**src/rtl/riscv_pkg.sv**
```systemverilog
// Shared types and constants for the LSU MMIO path.
package riscv_pkg;

  // MMIO transaction sequencer states
  typedef enum logic [1:0] {
    StIdle,
    StReq,
    StWaitRsp,
    StDone
  } mmio_state_e;

  // Access classification of the instruction currently in the LSU
  typedef enum logic [1:0] {
    AccNone,
    AccLoad,
    AccStore,
    AccAtomic
  } acc_type_e;

  localparam int unsigned DefNumRegions = 4;

  localparam logic [63:0] UartBase  = 64'h0000_0000_1000_0000;
  localparam logic [63:0] UartMask  = 64'h0000_0000_0000_0FFF;
  localparam logic [63:0] ClintBase = 64'h0000_0000_0200_0000;
  localparam logic [63:0] ClintMask = 64'h0000_0000_0000_FFFF;

  // Region 0 occupies the least significant slice
  localparam logic [DefNumRegions*64-1:0] DefRegionBase = {64'h0, 64'h0, ClintBase, UartBase};
  localparam logic [DefNumRegions*64-1:0] DefRegionMask = {64'h0, 64'h0, ClintMask, UartMask};

  // Atomics take precedence so they never reach the MMIO sequencer
  function automatic acc_type_e acc_type(input logic rden, input logic wren, input logic atomic);
    if (atomic) return AccAtomic;
    if (wren) return AccStore;
    if (rden) return AccLoad;
    return AccNone;
  endfunction

endpackage

```
**src/rtl/riscv_mmio_decoder.sv**
```systemverilog
// Combinational address decoder for the memory-mapped windows.
module riscv_mmio_decoder
  import riscv_pkg::*;
#(
  parameter int unsigned                    XLEN        = 64,
  parameter int unsigned                    NUM_REGIONS = 4,
  parameter logic [NUM_REGIONS*XLEN-1:0]    REGION_BASE = '0,
  parameter logic [NUM_REGIONS*XLEN-1:0]    REGION_MASK = '0
) (
  input  logic [XLEN-1:0]        addr_i,
  output logic                   hit_o,
  output logic [NUM_REGIONS-1:0] sel_o,
  output logic [XLEN-1:0]        offset_o
);

  // Lowest-numbered matching region wins; a zero mask disables a region
  always_comb begin
    logic found;
    found    = 1'b0;
    hit_o    = 1'b0;
    sel_o    = '0;
    offset_o = '0;
    for (int k = 0; k < NUM_REGIONS; k++) begin
      if (!found && (REGION_MASK[k*XLEN +: XLEN] != '0) &&
          ((addr_i & ~REGION_MASK[k*XLEN +: XLEN]) == REGION_BASE[k*XLEN +: XLEN])) begin
        found    = 1'b1;
        hit_o    = 1'b1;
        sel_o[k] = 1'b1;
        offset_o = addr_i & REGION_MASK[k*XLEN +: XLEN];
      end
    end
  end

endmodule

```
**src/rtl/riscv_lsu_mmio.sv**
```systemverilog
// Load/store unit front end: dcache forwarding, LR/SC reservation and an
// MMIO request sequencer for accesses that land in a mapped window.
module riscv_lsu_mmio
  import riscv_pkg::*;
#(
  parameter int unsigned                 XLEN           = 64,
  parameter int unsigned                 NUM_REGIONS    = 4,
  parameter logic [NUM_REGIONS*XLEN-1:0] REGION_BASE    = DefRegionBase,
  parameter logic [NUM_REGIONS*XLEN-1:0] REGION_MASK    = DefRegionMask,
  parameter int unsigned                 RESV_GRAN_LOG2 = 3,
  parameter int unsigned                 RESV_TIMEOUT   = 64
) (
  input  logic                   i_riscv_lsu_clk,
  input  logic                   i_riscv_lsu_rst,
  input  logic                   i_riscv_lsu_globstall,
  input  logic [XLEN-1:0]        i_riscv_lsu_address,
  input  logic [XLEN-1:0]        i_riscv_lsu_alu_result,
  input  logic [XLEN-1:0]        i_riscv_lsu_wdata,
  input  logic [1:0]             i_riscv_lsu_lr,
  input  logic [1:0]             i_riscv_lsu_sc,
  input  logic                   i_riscv_lsu_amo,
  input  logic                   i_riscv_lsu_dcache_wren,
  input  logic                   i_riscv_lsu_dcache_rden,
  input  logic                   i_riscv_lsu_goto_trap,
  input  logic                   i_riscv_lsu_return_trap,
  output logic                   o_riscv_lsu_dcache_wren,
  output logic                   o_riscv_lsu_dcache_rden,
  output logic [XLEN-1:0]        o_riscv_lsu_phy_address,
  output logic [XLEN-1:0]        o_riscv_lsu_sc_rdvalue,
  output logic                   o_riscv_lsu_mmio_valid,
  output logic [NUM_REGIONS-1:0] o_riscv_lsu_mmio_sel,
  output logic                   o_riscv_lsu_mmio_we,
  output logic [XLEN-1:0]        o_riscv_lsu_mmio_offset,
  output logic [XLEN-1:0]        o_riscv_lsu_mmio_wdata,
  input  logic                   i_riscv_lsu_mmio_ready,
  input  logic                   i_riscv_lsu_mmio_rsp_valid,
  input  logic [XLEN-1:0]        i_riscv_lsu_mmio_rdata,
  output logic [XLEN-1:0]        o_riscv_lsu_mmio_rdata,
  output logic                   o_riscv_lsu_mmio_stall
);

  localparam int unsigned    AgeW     = (RESV_TIMEOUT > 0) ? $clog2(RESV_TIMEOUT + 1) : 1;
  localparam logic [AgeW-1:0] AgeMax   = '1;
  localparam logic [AgeW-1:0] AgeLimit = AgeW'(RESV_TIMEOUT);

  logic                   rst;
  logic                   trap, is_lr, is_sc, atomic;
  logic                   hit;
  logic [NUM_REGIONS-1:0] hit_sel;
  logic [XLEN-1:0]        hit_offset;
  acc_type_e              acc;

  assign rst    = i_riscv_lsu_rst;
  assign trap   = i_riscv_lsu_goto_trap | i_riscv_lsu_return_trap;
  assign is_lr  = i_riscv_lsu_lr[1];
  assign is_sc  = i_riscv_lsu_sc[1];
  assign atomic = is_lr | is_sc | i_riscv_lsu_amo;
  assign acc    = acc_type(i_riscv_lsu_dcache_rden, i_riscv_lsu_dcache_wren, atomic);

  riscv_mmio_decoder #(
    .XLEN        (XLEN),
    .NUM_REGIONS (NUM_REGIONS),
    .REGION_BASE (REGION_BASE),
    .REGION_MASK (REGION_MASK)
  ) u_decoder (
    .addr_i   (i_riscv_lsu_alu_result),
    .hit_o    (hit),
    .sel_o    (hit_sel),
    .offset_o (hit_offset)
  );

  // ---------------------------------------------------------------------------
  // LR/SC reservation
  // ---------------------------------------------------------------------------
  logic            resv_valid_q, resv_valid_d;
  logic            resv_dw_q, resv_dw_d;
  logic [XLEN-1:0] resv_gran_q, resv_gran_d;
  logic [AgeW-1:0] resv_age_q, resv_age_d;
  logic [XLEN-1:0] atomic_gran, store_gran;
  logic            expired, resv_live, sc_ok;

  assign atomic_gran = i_riscv_lsu_address >> RESV_GRAN_LOG2;
  assign store_gran  = i_riscv_lsu_alu_result >> RESV_GRAN_LOG2;
  assign expired     = (RESV_TIMEOUT != 0) && (resv_age_q >= AgeLimit);
  assign resv_live   = resv_valid_q && !expired;
  // An SC into an MMIO window cannot write, so it always reports failure
  assign sc_ok       = is_sc && resv_live && (atomic_gran == resv_gran_q) &&
                       (i_riscv_lsu_sc[0] == resv_dw_q) && !trap && !hit;

  // Reservation next state: trap beats LR, LR beats the clearing events
  always_comb begin
    resv_valid_d = resv_valid_q;
    resv_dw_d    = resv_dw_q;
    resv_gran_d  = resv_gran_q;
    resv_age_d   = resv_age_q;
    if (resv_valid_q && !i_riscv_lsu_globstall && (resv_age_q != AgeMax)) begin
      resv_age_d = resv_age_q + 1'b1;
    end
    if (trap) begin
      resv_valid_d = 1'b0;
    end else if (is_lr && !i_riscv_lsu_globstall && !hit) begin
      resv_valid_d = 1'b1;
      resv_dw_d    = i_riscv_lsu_lr[0];
      resv_gran_d  = atomic_gran;
      resv_age_d   = '0;
    end else if (is_sc || ((acc == AccStore) && (store_gran == resv_gran_q)) || expired) begin
      resv_valid_d = 1'b0;
    end
  end

  // Reservation registers
  always_ff @(posedge i_riscv_lsu_clk) begin
    if (rst) begin
      resv_valid_q <= 1'b0;
      resv_dw_q    <= 1'b0;
      resv_gran_q  <= '0;
      resv_age_q   <= '0;
    end else begin
      resv_valid_q <= resv_valid_d;
      resv_dw_q    <= resv_dw_d;
      resv_gran_q  <= resv_gran_d;
      resv_age_q   <= resv_age_d;
    end
  end

  // ---------------------------------------------------------------------------
  // MMIO sequencer
  // ---------------------------------------------------------------------------
  mmio_state_e            state_q, state_d;
  logic [NUM_REGIONS-1:0] req_sel_q;
  logic                   req_we_q;
  logic [XLEN-1:0]        req_off_q, req_wdata_q, rdata_q;
  logic                   start, latch, capture, stall;

  assign start = hit && ((acc == AccLoad) || (acc == AccStore)) && !trap;

  // Next state and stall request; DONE waits for the pipeline to move on
  always_comb begin
    state_d = state_q;
    stall   = 1'b0;
    latch   = 1'b0;
    capture = 1'b0;
    case (state_q)
      StIdle: begin
        if (start) begin
          state_d = StReq;
          stall   = 1'b1;
          latch   = 1'b1;
        end
      end
      StReq: begin
        stall = 1'b1;
        if (i_riscv_lsu_mmio_ready) state_d = req_we_q ? StDone : StWaitRsp;
      end
      StWaitRsp: begin
        stall = 1'b1;
        if (i_riscv_lsu_mmio_rsp_valid) begin
          state_d = StDone;
          capture = 1'b1;
        end
      end
      StDone: begin
        if (!i_riscv_lsu_globstall) state_d = StIdle;
      end
      default: state_d = StIdle;
    endcase
  end

  // State register plus request/response holding registers
  always_ff @(posedge i_riscv_lsu_clk) begin
    if (rst) begin
      state_q     <= StIdle;
      req_sel_q   <= '0;
      req_we_q    <= 1'b0;
      req_off_q   <= '0;
      req_wdata_q <= '0;
      rdata_q     <= '0;
    end else begin
      state_q <= state_d;
      if (latch) begin
        req_sel_q   <= hit_sel;
        req_we_q    <= (acc == AccStore);
        req_off_q   <= hit_offset;
        req_wdata_q <= i_riscv_lsu_wdata;
      end
      if (capture) rdata_q <= i_riscv_lsu_mmio_rdata;
    end
  end

  // ---------------------------------------------------------------------------
  // Outputs, forced to zero while reset is asserted
  // ---------------------------------------------------------------------------
  logic req_active;
  assign req_active = (state_q == StReq) && !rst;

  assign o_riscv_lsu_mmio_valid  = req_active;
  assign o_riscv_lsu_mmio_sel    = req_active ? req_sel_q : '0;
  assign o_riscv_lsu_mmio_we     = req_active && req_we_q;
  assign o_riscv_lsu_mmio_offset = req_active ? req_off_q : '0;
  assign o_riscv_lsu_mmio_wdata  = req_active ? req_wdata_q : '0;
  assign o_riscv_lsu_mmio_rdata  = rst ? '0 : rdata_q;
  assign o_riscv_lsu_mmio_stall  = stall && !rst;

  assign o_riscv_lsu_dcache_rden = !rst && !hit && !trap && i_riscv_lsu_dcache_rden;
  assign o_riscv_lsu_dcache_wren = !rst && !hit && !trap &&
                                   (is_sc ? sc_ok : i_riscv_lsu_dcache_wren);
  assign o_riscv_lsu_phy_address = rst ? '0 :
                                   (atomic ? i_riscv_lsu_address : i_riscv_lsu_alu_result);
  assign o_riscv_lsu_sc_rdvalue  = {{(XLEN-1){1'b0}}, (!rst && is_sc && !sc_ok)};

endmodule

```
**config.mk**
```make
export PLATFORM = sky130hd
export DESIGN_NAME = riscv_lsu_mmio
export DESIGN_NICKNAME = d
export VERILOG_FILES = /design/src/rtl/riscv_pkg.sv /design/src/rtl/riscv_mmio_decoder.sv /design/src/rtl/riscv_lsu_mmio.sv
export SDC_FILE = /design/constraint.sdc
export NUM_CORES = 1
export LEC_CHECK = 0
export BUFFER_PORTS_ARGS = -buffer_cell sky130_fd_sc_hd__buf_2
export CAP_MARGIN = 10
export CORE_AREA = 2 2 233 235
export CTS_CLUSTER_SIZE = 8
export DETAILED_ROUTE_END_ITERATION = 6
export DIE_AREA = 0 0 235 237
export GPL_TIMING_DRIVEN = 0
export PLACE_DENSITY_LB_ADDON = 0.05
export SYNTH_ARGS = -nofsm -noshare
export SYNTH_HDL_FRONTEND = slang
export SYNTH_SLANG_ARGS = --single-unit
```
**constraint.sdc**
```tcl
create_clock -name i_riscv_lsu_clk -period 6.1 [get_ports i_riscv_lsu_clk]
set_clock_uncertainty 0.2 [all_clocks]
set_input_delay 0.61 -clock i_riscv_lsu_clk [delete_from_list [all_inputs] [get_ports i_riscv_lsu_clk]]
set_output_delay 0.61 -clock i_riscv_lsu_clk [all_outputs]
set_load 0.02 [all_outputs]
```
==> impl_summary.log, run 1 <==
INFO  metric grt_pass1_vias = 12900
INFO  metric hold_path.startpoint = i_riscv_lsu_mmio_rdata[61]
INFO  metric globalRouteMet3Util = 5.54%
INFO  metric drtAntennaViolNets = 0
INFO  metric cellInternalPower = 2.82 mW
INFO  metric dieWidth = 235 um
INFO  metric core_region_area = 53300 um^2
INFO  metric slew_violations = 0
INFO  metric worst_setup_path_start_kind = input pin
INFO  metric final_clock_period_utilization_by_the_worst_path = a little under 80%
INFO  metric regToRegSetupSlack = 3.49 ns
INFO  metric synth_top_cell_area_share = 35.9%
INFO  metric number_of_standard_cells_in_the_final_layout_excluding_fillers = 3062
INFO  metric hold_buf_count_cts = 0
INFO  metric worstPathMaxFanout = 10
INFO  metric numPlacedInstances = 3013
INFO  metric timing_worst_slew_pin_value = 1.06 ns
INFO  metric route.vias.total = 13300
INFO  metric number_of_enable_type_register_cells_in_the_synthesized_netlist = 0
INFO  metric max_freq = 0.209 GHz
INFO  metric worstReg2RegEnd = resv_valid_q
INFO  metric ratio_of_cells_with_drive_above_1_in_the_final_layout = 28.1%
INFO  metric yosysMostFrequentCell = sky130_fd_sc_hd__nand2_1
INFO  metric share_comb_of_total_power = 20.4%
INFO  metric cts.clk_slew.worst_paths = roughly 0.05 ns
INFO  metric clockBufferDepth = 3
INFO  metric net_count_final = 2632
INFO  metric critical_path.endpoint_type = primary output
INFO  metric portion_of_the_post_synthesis_area_used_by_sequential_elements = 35.9%
INFO  metric pin_count = 599
INFO  metric async_reset_ff_share = 0%
INFO  metric place_congestion = between 0.8 and 0.9
INFO  metric rsz0062_at_grt = no
INFO  metric p_sw = 1.29 mW
INFO  metric leakage = 7.62 nW
INFO  metric row_count = 85
INFO  metric die_h = 237 um
INFO  metric wire_per_inst = 19.8 um
INFO  metric synth.cells.most_frequent = 552 x sky130_fd_sc_hd__nand2_1, 280 x sky130_fd_sc_hd__a21oi_1, 219 x sky130_fd_sc_hd__dfxtp_1
INFO  metric groute.layer.met2.usage = 34.5%
INFO  metric synth_cell_types = 45
INFO  metric clock_h_tree_levels = 2
INFO  metric fin_hold_ws = 0.125 ns
INFO  metric data_required_time_at_the_worst_endpoint = 5.29 ns
INFO  metric yosys_register_bits = between 200 and 250
INFO  metric reg2regPathDepth = 6
INFO  metric hpwlAfterDp = around 49 mm
INFO  metric peakVddDrop = ~0.17 mV
INFO  metric grt_start_max_net_pins = 11
INFO  metric crit_arrival = 3.98 ns
INFO  metric placement.io_buffers = 485
INFO  metric use_met1 = roughly 27%
INFO  metric max-cap-violations = 0
INFO  metric area_of_the_die = 55700 um^2
INFO  metric finalSetupViolations = 0
INFO  metric synth.top_cells.by_area = sky130_fd_sc_hd__dfxtp_1 36%, sky130_fd_sc_hd__nand2_1 17%, sky130_fd_sc_hd__a21oi_1 11%
INFO  metric initial_utilization = 22.9%
INFO  metric buffer_cell_driving_the_clock_tree_root = sky130_fd_sc_hd__clkbuf_16
INFO  metric timing.hold.worst.class = input pin to register
INFO  metric worstSkewPairLatency = 0.53 ns
INFO  metric detail_route.first_pass.iterations = 5
INFO  metric critPathCapture = o_riscv_lsu_mmio_stall
INFO  metric busiest_layer = met2
INFO  metric p_sw_share = 31.4%
INFO  metric status = finished, final reports clean
INFO  metric power_density = around 240 nW/um^2
INFO  metric synth_to_final_area_change = 38.3%
INFO  metric antenna_found_initial = 17
INFO  metric cts-buffers-inserted = 34
INFO  metric initialDrtViolationCount = 746
INFO  metric synth-main-ff-cell = sky130_fd_sc_hd__dfxtp_1
INFO  metric max_slew_margin = 29.1%
INFO  metric cts_sinks = 219
INFO  metric global_route_wire_length_before_repair = just under 90 mm
INFO  metric timing.final.hold_violations = 0
INFO  metric fillCellCount = between 6000 and 7000
INFO  metric post-cts-setup-buffer-count = 0
INFO  metric ys_warn_count = 0
INFO  metric grt.overflow.total = 0
INFO  metric synthCells = 1720
INFO  metric rr_startpoint = resv_gran_q[8]
INFO  metric p_clk_share = between 40% and 50%
INFO  metric post_cts.resized_instances = 0
INFO  metric grtUsageTotal = a little over a fifth
INFO  metric part_of_the_power_in_registers = 36.9%
INFO  metric final_worst_path_period_need = 4.79 ns
INFO  metric post_synthesis_average_cell_area = 7.10 um^2
INFO  metric cts_tree = done
INFO  metric vias_per_cell = 4.35
INFO  metric finalWirelength = ~60 mm
INFO  metric setup_total_negative_slack = 0 ns
INFO  metric criticalPathCategory = input pin to primary output
INFO  metric area_of_the_mapped_netlist = 12200 um^2
INFO  metric worstSetupStartpoint = i_riscv_lsu_sc[1]
INFO  metric drcViolationCount = 0
INFO  metric synth_top_cell_by_area = sky130_fd_sc_hd__dfxtp_1
==> kinds of logic (layout without fill, tap and decap cells) <==
| logic type | Yosys count | after routing | share of synthesized area [%] |
|---|---|---|---|
| and+or+nand+nor | 809 | 809 | 29.9 |
| xor gates and xnor gates | 82 | 82 | 5.88 |
| DFF | 219 | 219 | 35.9 |
| adders and majority gates | 9 | 9 | 0.923 |
| AOI/OAI and AO/OA | 335 | 335 | 15.1 |
| other | 1 | 120 | 0.0307 |
| buffers and inverters | 265 | 792 | 12.3 |
==> worst min path at each step <==
stage | depth (start not counted) | end | slack (ns)
finish | 3 | rdata_q[61] | 0.13
global route | 3 | req_wdata_q[62] | 0.11
CTS | 3 | req_wdata_q[54] | 0.08
detailed placement | 2 | req_wdata_q[1] | 0.24
global placement | 2 | req_wdata_q[60] | 0.23
floorplan | 2 | req_off_q[0] | 0.23
==> area by class of cell <==
class,count,area (um^2),share of cell area [%]
multi-input combinational,1348,6750,40.0
sequential,219,4380,26.0
timing repair buffer,485,2430,14.4
buffer,218,1320,7.82
clock buffer,40,925,5.48
tap,696,871,5.16
inverter,47,176,1.04
antenna,7,17.5,0.104
clock inverter,2,16.3,0.0963
==> flip-flops by register name (all words and copies together) (netlist names) <==
signal	flops
resv_valid_q	1
resv_dw_q	1
rdata_q	64
req_sel_q	2
state_q	2
req_off_q	16
resv_age_q	7
resv_gran_q	61
req_we_q	1
req_wdata_q	64
==> placed cells by master, fill, tap and decap left out, types with 7 or more instances in the layout <==
master	count
sky130_fd_sc_hd__buf_1	8
sky130_fd_sc_hd__nand3_1	8
sky130_fd_sc_hd__buf_6	8
sky130_fd_sc_hd__nor2_1	18
sky130_fd_sc_hd__diode_2	7
sky130_fd_sc_hd__ha_1	9
sky130_fd_sc_hd__inv_1	47
sky130_fd_sc_hd__nor4_1	28
sky130_fd_sc_hd__a21oi_1	280
sky130_fd_sc_hd__and2_1	84
sky130_fd_sc_hd__a22o_1	7
sky130_fd_sc_hd__nor2b_1	66
sky130_fd_sc_hd__clkbuf_16	35
sky130_fd_sc_hd__nand2_1	552
sky130_fd_sc_hd__xnor2_1	45
sky130_fd_sc_hd__conb_1	113
sky130_fd_sc_hd__buf_4	113
sky130_fd_sc_hd__xor2_1	37
sky130_fd_sc_hd__nand4_1	17
sky130_fd_sc_hd__nand2b_1	13
sky130_fd_sc_hd__clkbuf_1	77
sky130_fd_sc_hd__o22ai_1	11
sky130_fd_sc_hd__buf_2	499
sky130_fd_sc_hd__dfxtp_1	219
sky130_fd_sc_hd__o2bb2ai_1	8
==> stage by stage <==
stage / cell area [um^2] / total power, mW / util (%) / setup slack [ns]
final: 16900 / 4.10 / 31.7 / 1.31
after global routing: 16900 / 4.31 / 31.7 / 0.987
after CTS: 16900 / 4.17 / 31.7 / 1.24
after detailed placement: 15900 / 2.38 / 29.9 / 1.24
after global placement: 15900 / 2.38 / 29.9 / 1.30
after floorplan: 12600 / 2.02 / - / 2.40
==> routing by layer <==
layer	part of all wire, %	wire [um]	up-vias
met1	44	26800	6130
li1	-	-	6642
met5	0.17	101	-
met3	7.0	4230	76
met4	2.0	1230	14
met2	47	28300	463
==> critical path, stage by stage <==
cell and delay, ns:
sky130_fd_sc_hd__buf_2 0.18, sky130_fd_sc_hd__nor3_1 0.23, sky130_fd_sc_hd__clkbuf_1 0.81, sky130_fd_sc_hd__buf_1 0.49, sky130_fd_sc_hd__nand2_1 0.12, sky130_fd_sc_hd__ha_1 0.33, sky130_fd_sc_hd__nor3_1 0.28, sky130_fd_sc_hd__and3_1 0.24
sky130_fd_sc_hd__buf_2 0.24, sky130_fd_sc_hd__nor2_1 0.06, sky130_fd_sc_hd__nor3_1 0.12, sky130_fd_sc_hd__buf_2 0.22
==> power by group through the flow <==
stage                     registers, mW  clock network [mW]  logic, mW
after floorplan                    1.53                   0      0.491
after global placement             1.54                   0      0.840
after detailed placement           1.54                   0      0.837
after CTS                          1.51                1.82      0.841
after global routing               1.52                1.88      0.917
final                              1.51                1.75      0.836
Note: power is estimated with default switching activity, not from simulation.
==> run 2, diff against run 1 <==
- clock period: 6.1 -> 4.6 ns (I/O delays scaled with it)
==> run 2 against run 1 <==
- clock power increased by 33%
- worst setup slack got worse by 1.0 ns
- cell area increased by 9.6%
- routed wire length increased by 1.6%
- combinational power increased by 46%
- die area unchanged
- non-clock buffer count increased by 161
- first-iteration DRC count decreased by 10%
- final cell count increased by 5.2%
- sequential power increased by 33%
- via count increased by 5.1%
==> impl_summary.log, run 2 (same netlist as run 1, synthesis figures left out) <==
INFO  metric final_worst_path_period_need = 4.32 ns
INFO  metric finalSetupViolations = 0 (unchanged)
INFO  metric route.vias.total = 14000 (+5.1%)
INFO  metric vias_per_cell = 4.35 (about the same)
INFO  metric worst_setup_path_start_kind = input pin
INFO  metric pin_count = 599 (unchanged)
INFO  metric cpLargestDelayFamily = simple AND/OR/NAND/NOR gates
INFO  metric mostFrequentLayoutCell = sky130_fd_sc_hd__nand2_1
INFO  metric rsz0062_at_grt = no
INFO  metric wire_per_inst = 19.1 um (-3.4%)
INFO  metric cts_sinks = 219 (unchanged)
INFO  metric cts_tree = done
INFO  metric net_count_final = 2793 (+6.1%)
INFO  metric area_of_the_die = 55700 um^2 (unchanged)
INFO  metric leakage = 8.29 nW (+8.9%)
INFO  metric hpwlAfterDp = 49.1 mm (unchanged)
INFO  metric drtAntennaViolNets = 0 (unchanged)
INFO  metric share_comb_of_total_power = 22.0% (+1.6 points)
INFO  metric path_cells = dlygate4sd3_1 > buf_2 > xnor2_1 > nand4_1 > nor4_1 > nand4_1 > nor4_2 > o211a_1 > buf_2
INFO  metric timing_worst_slew_pin_value = 0.926 ns (-0.138 ns)
INFO  metric grt.overflow.total = 0 (unchanged)
INFO  metric max_slew_margin = 38.3% (+9.2 points)
INFO  metric grt_pass1_vias = 13700 (+6.2%)
INFO  metric global_route_wire_length_before_repair = 89.2 mm (+2.8%)
INFO  metric clockBufferDepth = 3 (unchanged)
INFO  metric cts.clk_slew.worst_paths = 0.05 ns (about the same)
INFO  metric post-cts-setup-buffer-count = 0 (unchanged)
INFO  metric slew_violations = 0 (unchanged)
INFO  metric crit_arrival = 3.66 ns (-0.32 ns)
INFO  metric drcViolationCount = 0 (unchanged)
INFO  metric setup_total_negative_slack = 0 ns (unchanged)
INFO  metric cts-buffers-inserted = 34 (unchanged)
INFO  metric final_cell_mix = 552 x sky130_fd_sc_hd__nand2_1, 499 x sky130_fd_sc_hd__buf_2, 280 x sky130_fd_sc_hd__a21oi_1
INFO  metric core_region_area = 53300 um^2 (unchanged)
INFO  metric power_density = 300 nW/um^2 (+24%)
INFO  metric part_of_the_power_in_registers = 36.1% (-0.8 points)
INFO  metric status = finished, final reports clean
INFO  metric p_clk_share = 41.9% (-0.8 points)
INFO  metric initialDrtViolationCount = 670 (-10%)
INFO  metric p_sw = 1.73 mW (+35%)
INFO  metric buffer_cell_driving_the_clock_tree_root = sky130_fd_sc_hd__clkbuf_16
INFO  metric antenna_found_initial = 9 (-8)
INFO  metric peakVddDrop = 0.233 mV (+34%)
INFO  metric data_required_time_at_the_worst_endpoint = 3.94 ns (-1.35 ns)
INFO  metric max-cap-violations = 0 (unchanged)
INFO  metric timing.hold.worst.class = input pin to register
INFO  metric p_sw_share = 31.2% (-0.19 points)
INFO  metric grt_start_max_net_pins = 11 (unchanged)
INFO  metric critical-path-slowest-cell = sky130_fd_sc_hd__nor4_1
INFO  metric ratio_of_cells_with_drive_above_1_in_the_final_layout = 26.4% (-1.7 points)
INFO  metric detail_route.first_pass.iterations = 6 (+1)
INFO  metric row_count = 85 (unchanged)
INFO  metric final_clock_period_utilization_by_the_worst_path = 93.9%
INFO  metric die_h = 237 um (unchanged)
INFO  metric path_buf_inv = 3 (-2)
INFO  metric finalWirelength = 61.6 mm (+1.6%)
INFO  metric timing.final.hold_violations = 0 (unchanged)
INFO  metric worstPathMaxFanout = 3 (-7)
INFO  metric top_regs = rdata_q: 64 flops, req_wdata_q: 64 flops, resv_gran_q: 61 flops
INFO  metric initial_utilization = 22.9% (unchanged)
INFO  metric synth_to_final_area_change = 51.6%
INFO  metric clock_h_tree_levels = 2 (unchanged)
INFO  metric dieWidth = 235 um (unchanged)
INFO  metric fin_util = 34.7% (+3.0 points)
INFO  metric worstSkewPairLatency = 0.53 ns (about the same)
INFO  metric cellInternalPower = 3.82 mW (+36%)
INFO  metric max_freq = between 0.2 and 0.25 GHz
INFO  metric critical_path.endpoint_type = primary output
INFO  metric crit_path_max_incr_delay = 0.63 ns (-0.18 ns)
INFO  metric grtUsageTotal = 21.3% (+0.35 points)
INFO  metric place_congestion = 0.860 (unchanged)
INFO  metric placement.io_buffers = 485 (unchanged)
INFO  metric criticalPathCategory = input pin to primary output
==> run 2: timing repair <==
action	CTS	global route
hold buffers	162	0
resized for setup	0	5
endpoints found under the setup margin	0	3
hold endpoints to repair	162	0
==> run 2: worst reg2reg max path, cell delays in order, from the launching register on <==
cell,delay [ns]
sky130_fd_sc_hd__dfxtp_1,0.33
sky130_fd_sc_hd__xnor2_1,0.51
sky130_fd_sc_hd__nand4_1,0.36
sky130_fd_sc_hd__nor4_1,0.41
sky130_fd_sc_hd__nand4_1,0.16
sky130_fd_sc_hd__o31ai_1,0.38
sky130_fd_sc_hd__a21boi_0,0.14
==> run 2: area by class of cell <==
type | instances | area [um^2]
Multi-Input combinational cell | 1348 | 6750
Antenna cell | 4 | 10.0
Timing Repair Buffer | 647 | 4050
Tap cell | 696 | 871
Inverter | 47 | 176
Fill cell | 5932 | 34800
Clock inverter | 2 | 16.3
Clock buffer | 40 | 925
Sequential cell | 219 | 4380
Buffer | 217 | 1320
==> run 2: metal layers <==
layer | vias to the layer above | share of wire, % | global-route usage [%] | wire length, um
met3 | 74 | 6.3 | 4.60 | 3910
met2 | 510 | 47 | 35.1 | 28800
li1 | 6960 | - | - | -
met4 | 4 | 2.4 | 6.27 | 1470
met5 | - | 0.041 | 0 | 25
met1 | 6452 | 45 | 27.8 | 27400
==> run 2: stage by stage <==
| stage | setup slack [ns] | hold WS [ns] | cell area [um^2] | power (mW) | cells |
|---|---|---|---|---|---|
| 2_1_floorplan | 1.20 | 0.227 | 12600 | 2.68 | 1832 |
| 6_report | 0.281 | 0.0290 | 18500 | 5.55 | 3220 |
| 3_3_place_gp | 0.105 | 0.234 | 15900 | 3.16 | 3013 |
| 4_1_cts | 0.0390 | 0.000372 | 18500 | 5.65 | 3217 |
| 3_5_place_dp | 0.0373 | 0.239 | 15900 | 3.15 | 3013 |
| 5_1_grt | 0.0600 | 0.0186 | 18500 | 5.84 | 3220 |
==> run 2: worst paths after layout <==
path	cells after the start	slack [ns]	from	to
setup / recovery	9	0.28	i_riscv_lsu_address[39]	o_riscv_lsu_dcache_wren
hold / removal	3	0.03	i_riscv_lsu_address[42]	resv_gran_q[39]
setup reg to reg	6	1.98	resv_gran_q[8]	resv_valid_q
hold reg to reg	2	0.24	req_wdata_q[54]	req_wdata_q[54]
==> run 2: power groups by stage <==
stage / clock network, mW / registers, mW / logic, mW
after floorplan: 0 / 2.03 / 0.650
after global placement: 0 / 2.04 / 1.11
after detailed placement: 0 / 2.04 / 1.11
after CTS: 2.42 / 2.00 / 1.23
after global routing: 2.49 / 2.01 / 1.34
final: 2.32 / 2.01 / 1.22
